`src/rtl/fifo_stream_reader.sv`:
```
// Read-side engine for a 16-entry registered-output FIFO: pops a programmed
// number of words and streams them out through a 2-entry skid buffer.
module fifo_stream_reader #(
  parameter int DW    = 32,
  parameter int LEN_W = 16
) (
  input  logic             clk,
  input  logic             rst,
  input  logic             start,
  input  logic [LEN_W-1:0] len,
  output logic             busy,
  output logic             done,
  output logic             fifo_rd_en,
  input  logic             fifo_empty,
  input  logic [DW-1:0]    fifo_data,
  output logic [DW-1:0]    m_data,
  output logic             m_valid,
  input  logic             m_ready,
  output logic             m_last
);

  localparam logic [1:0] S_IDLE  = 2'd0;
  localparam logic [1:0] S_RUN   = 2'd1;
  localparam logic [1:0] S_DRAIN = 2'd2;
  localparam logic [1:0] S_DONE  = 2'd3;

  logic [1:0]       state;
  logic [1:0]       state_nxt;
  logic [LEN_W-1:0] issue_left;
  logic [LEN_W-1:0] out_left;
  logic             inflight;
  logic [DW-1:0]    skid0;
  logic [DW-1:0]    skid1;
  logic [1:0]       occ;
  logic             pop;
  logic             capture;
  logic             accept;
  logic             drain_clear;

  // Slots that stay committed next cycle: held words plus the word in flight,
  // minus the one leaving on a handshake this cycle.
  function automatic logic [2:0] slots_used(input logic [1:0] held,
                                            input logic       fly,
                                            input logic       leave);
    return {1'b0, held} + {2'b00, fly} - {2'b00, leave};
  endfunction

  assign pop     = (occ != 2'd0) && m_ready;
  assign capture = inflight;
  assign accept  = (state == S_IDLE) && start;

  assign fifo_rd_en = (state == S_RUN) && (issue_left != '0) && !fifo_empty &&
                      (slots_used(occ, inflight, pop) < 3'd2);

  // The last word always leaves while in DRAIN, so finishing on that
  // handshake gives done in the very next cycle.
  assign drain_clear = !inflight &&
                       (((occ == 2'd0) && (out_left == '0)) ||
                        ((occ == 2'd1) && pop && (out_left == LEN_W'(1))));

  always_comb begin
    state_nxt = state;
    case (state)
      S_IDLE: begin
        if (start) begin
          state_nxt = (len == '0) ? S_DONE : S_RUN;
        end
      end
      S_RUN: begin
        if (fifo_rd_en && (issue_left == LEN_W'(1))) begin
          state_nxt = S_DRAIN;
        end
      end
      S_DRAIN: begin
        if (drain_clear) begin
          state_nxt = S_DONE;
        end
      end
      default: state_nxt = S_IDLE;
    endcase
  end

  always_ff @(posedge clk or posedge rst) begin
    if (rst) begin
      state      <= S_IDLE;
      issue_left <= '0;
      out_left   <= '0;
    end else begin
      state <= state_nxt;
      if (accept) begin
        issue_left <= len;
        out_left   <= len;
      end else begin
        if (fifo_rd_en) begin
          issue_left <= issue_left - LEN_W'(1);
        end
        if (pop && (out_left != '0)) begin
          out_left <= out_left - LEN_W'(1);
        end
      end
    end
  end

  // Stage p0 -> p1: pop issued, FIFO presents the word one cycle later
  always_ff @(posedge clk or posedge rst) begin
    if (rst) begin
      inflight <= 1'b0;
    end else begin
      inflight <= fifo_rd_en;
    end
  end

  // Stage p1 -> p2: capture into the skid buffer; head entry drives the stream
  always_ff @(posedge clk or posedge rst) begin
    if (rst) begin
      skid0 <= '0;
      skid1 <= '0;
      occ   <= 2'd0;
    end else begin
      case ({capture, pop})
        2'b10: begin
          if (occ == 2'd0) begin
            skid0 <= fifo_data;
          end else begin
            skid1 <= fifo_data;
          end
          occ <= occ + 2'd1;
        end
        2'b01: begin
          skid0 <= skid1;
          occ   <= occ - 2'd1;
        end
        2'b11: begin
          if (occ == 2'd1) begin
            skid0 <= fifo_data;
          end else begin
            skid0 <= skid1;
            skid1 <= fifo_data;
          end
        end
        default: begin
        end
      endcase
    end
  end

  assign m_data  = skid0;
  assign m_valid = (occ != 2'd0);
  assign m_last  = m_valid && (out_left == LEN_W'(1));
  assign busy    = (state != S_IDLE);
  assign done    = (state == S_DONE);

endmodule

```
`config.mk`:
```
export PLATFORM = sky130hd
export DESIGN_NAME = fifo_stream_reader
export DESIGN_NICKNAME = d
export VERILOG_FILES = /design/src/rtl/fifo_stream_reader.sv
export SDC_FILE = /design/constraint.sdc
export NUM_CORES = 1
export LEC_CHECK = 0
export ABC_CLOCK_PERIOD_IN_PS = 10490
export BUFFER_PORTS_ARGS = -buffer_cell sky130_fd_sc_hd__buf_2
export CAP_MARGIN = 0
export CORE_ASPECT_RATIO = 1.25
export CORE_MARGIN = 4
export CORE_UTILIZATION = 36
export DETAILED_ROUTE_END_ITERATION = 12
export GPL_TIMING_DRIVEN = 0
export SLEW_MARGIN = 10
export SYNTH_ARGS = -nofsm -noshare
export SYNTH_HDL_FRONTEND = slang
export SYNTH_SLANG_ARGS = --single-unit
```
`constraint.sdc`:
```
create_clock -name clk -period 10.49 [get_ports clk]
set_clock_uncertainty 0.2 [all_clocks]
set_input_delay 2.098 -clock clk [delete_from_list [all_inputs] [get_ports clk]]
set_output_delay 2.098 -clock clk [all_outputs]
set_load 0.005 [all_outputs]
```
==> results.ini <==
[synth]
synth_top_area_share=0.508
syn-cell-area_mm2=0.00497
async_flop_share=1.00
synth.distinct_cells=52
syn_inst=478
syn_avg_cell_area_um2=10.4
synth_nets=545
ys.flop_type=dfrtp_1
synth_seq_cells=101
synth_area_leader_cell=dfrtp_1
synth_warnings=0
ys_seq_area_frac=0.508
synth_edf_count=0
netlist_top_cells_area=dfrtp_1, mux2_2, nand2_1, a22oi_1, ha_1

[sta]
clock.fmax_mhz=141
setup_viol=0
final-hold-violation-count=0
tightest_slew_ps=744
slew-limit-headroom=0.502
timing.final.crit_share=0.677
drv_slew=0
rsz0062_at_grt=false
layout_setup_ws_ps=3380
tns_ps=0
layout_min_cycle_time_ps=7110

[min_path]
min_path_type=reg -> reg

[clocking]
clockRootBuffer=clkbuf_16
cts_tree=yes
htreeDepth=3
numCtsBuffers=9
cts_hold_buf=0
clock_sinks=101
cts_resized=0
clkTransAtPathRegs_ps=70
clock_latency_ps=350
postCtsSetupBuffers=0
cts.path.max_buffers=2

[place]
dp_slack_ps=3410
io_buffers=89
dpl.hpwl_um=9710
gp_congestion=0.913
dp.cells=739

[drt]
firstDrtPassIters=4
drc=0
drtIter0Drc=249
ant_nets=0
post_drt_wl_per_cell_um=17.0
via_count=4027
vias_per_cell=5.33
wirelength_um=12900

[global_routing]
grt_pass1_vias=4130
grt.overflow.total=0
antenna_found_initial=0
grt_max_degree=56
grt_pass1_wl_um=21100
grt_use_total=0.165

[floorplanning]
die-area_mm2=0.0158
start_util=0.371
ios=90
rows=47
coreArea_mm2=0.0134
die_h_um=139
die_w_um=113

[finish]
antenna_cells=0
areaGrowthSynthToFinish_pct=19.6
layoutNonFillerInstCount=755
final_common_cell=dfrtp_1
final_cell_mix=dfrtp_1, buf_2, nand2_1
layout.nets=646
drive_above_1_share=0.262

[critical_path]
slowest_stage=fa_1
cp.arrival_ps=4810
crit_path_max_incr_delay_ps=520
startpoint_type=input port
required_ps=8190
crit_type=in -> out
critPathMaxFanout=5
crit_path_end_kind=output pin
worstPathCellList=buf_2 -> nor2b_1 -> inv_1 -> ha_1 -> nand2b_1 -> fa_1 -> nand3b_1 -> nor2_1 -> o21ai_0 -> inv_1 -> buf_2

[power_and_ir_drop]
vdd_drop_max_mv=0.120
leakagePower_nw=2.66
powerDensity_mw_per_mm2=284

[flow_run]
maxCapViolations=0

[run_status]
outcome=complete, no violations

metrics by stage:
stage	utilization	power, mW	cell area [µm²]	hold WS, ps
finish	0.443	1.69	5940	276
global route	0.443	1.83	5940	316
CTS	0.443	1.72	5940	282
detailed placement	0.422	1.38	5660	265
global placement	0.420	1.35	5630	264
floorplan	-	1.14	4970	258
path summary, 6_finish.rpt:
path / cells after the start / to / slack, ps / start
hold / removal: 2 / m_data[23] / 280 / m_data[23]
max in group asynchronous: 3 / m_data[18] / 7770 / rst
setup / recovery: 11 / fifo_rd_en / 3380 / m_ready
hold reg to reg: 2 / m_data[23] / 280 / m_data[23]
setup reg to reg: 13 / issue_left[4] / 6610 / occ[1]
min in group asynchronous: 2 / out_left[4] / 1640 / rst
power by group:
group	switching (mW)	internal [mW]	total, mW
logic	0.352	0.298	0.650
registers	0.138	0.578	0.716
clock network	0.158	0.166	0.324
total	0.648	1.04	1.69
area by class of cell:
class,count,area (µm²)
plain buffers,20,83.8
clock buffers,10,229
clock inverters,6,55.1
fillers,1318,7460
inverters,16,62.6
multi-input cells,341,2300
flip-flops and latches,101,2530
well taps,171,214
repair buffers,90,473
cells in the mapped netlist, types with 2 or more instances:
library cell,instances
nor4b_1,2
ha_1,13
o31ai_1,2
mux2i_1,8
nor2b_1,3
nand2_1,66
nor3_1,8
clkbuf_1,18
or3_1,8
a21oi_1,31
nor4_2,2
o21ai_0,14
a211oi_1,2
nand3b_1,2
nand2b_1,2
dfrtp_1,101
mux2_2,32
nor4_1,6
nor2_1,33
xnor2_1,8
o2111ai_1,2
or2_2,2
or4_4,2
a22oi_1,27
o211ai_1,2
a31oi_1,5
nand3_1,10
o21a_1,3
and2_1,2
nand4_1,9
nor3b_1,2
xor2_1,16
inv_1,16
per-layer routing:
layer | part of all wire | GRT usage | wire length, µm | vias up
li1 | - | - | - | 1899
met1 | 0.41 | 0.202 | 5310 | 1974
met2 | 0.49 | 0.278 | 6340 | 130
met3 | 0.072 | 0.0469 | 925 | 24
met4 | 0.021 | 0.0576 | 276 | 0
met5 | 0 | 0 | 0 | -
logic make-up (layout without fill, tap and decap cells):
kind of cell,after synthesis,after routing,share of synthesized area
AND/OR/NAND/NOR,167,167,0.168
flip-flops,101,101,0.508
AO/OA/AOI/OAI,95,95,0.124
multiplexers,41,41,0.0916
buffers and inverters,36,142,0.0289
XOR/XNOR,24,24,0.0423
adder cells (fa/ha/maj),14,14,0.0367
critical path: cells and delay by family:
kind / cells / cell delay (ps)
fa+ha+maj: 2 / 880
simple gates: 4 / 870
buf+inv: 4 / 690
compound gates: 1 / 260
registers in the layout (all words and copies together), names as in the netlist:
| signal | count |
|---|---|
| occ | 2 |
| out_left | 16 |
| skid1 | 32 |
| capture | 1 |
| m_data | 32 |
| issue_left | 16 |
| state | 2 |
No activity file was read; power rests on OpenSTA's default activity.
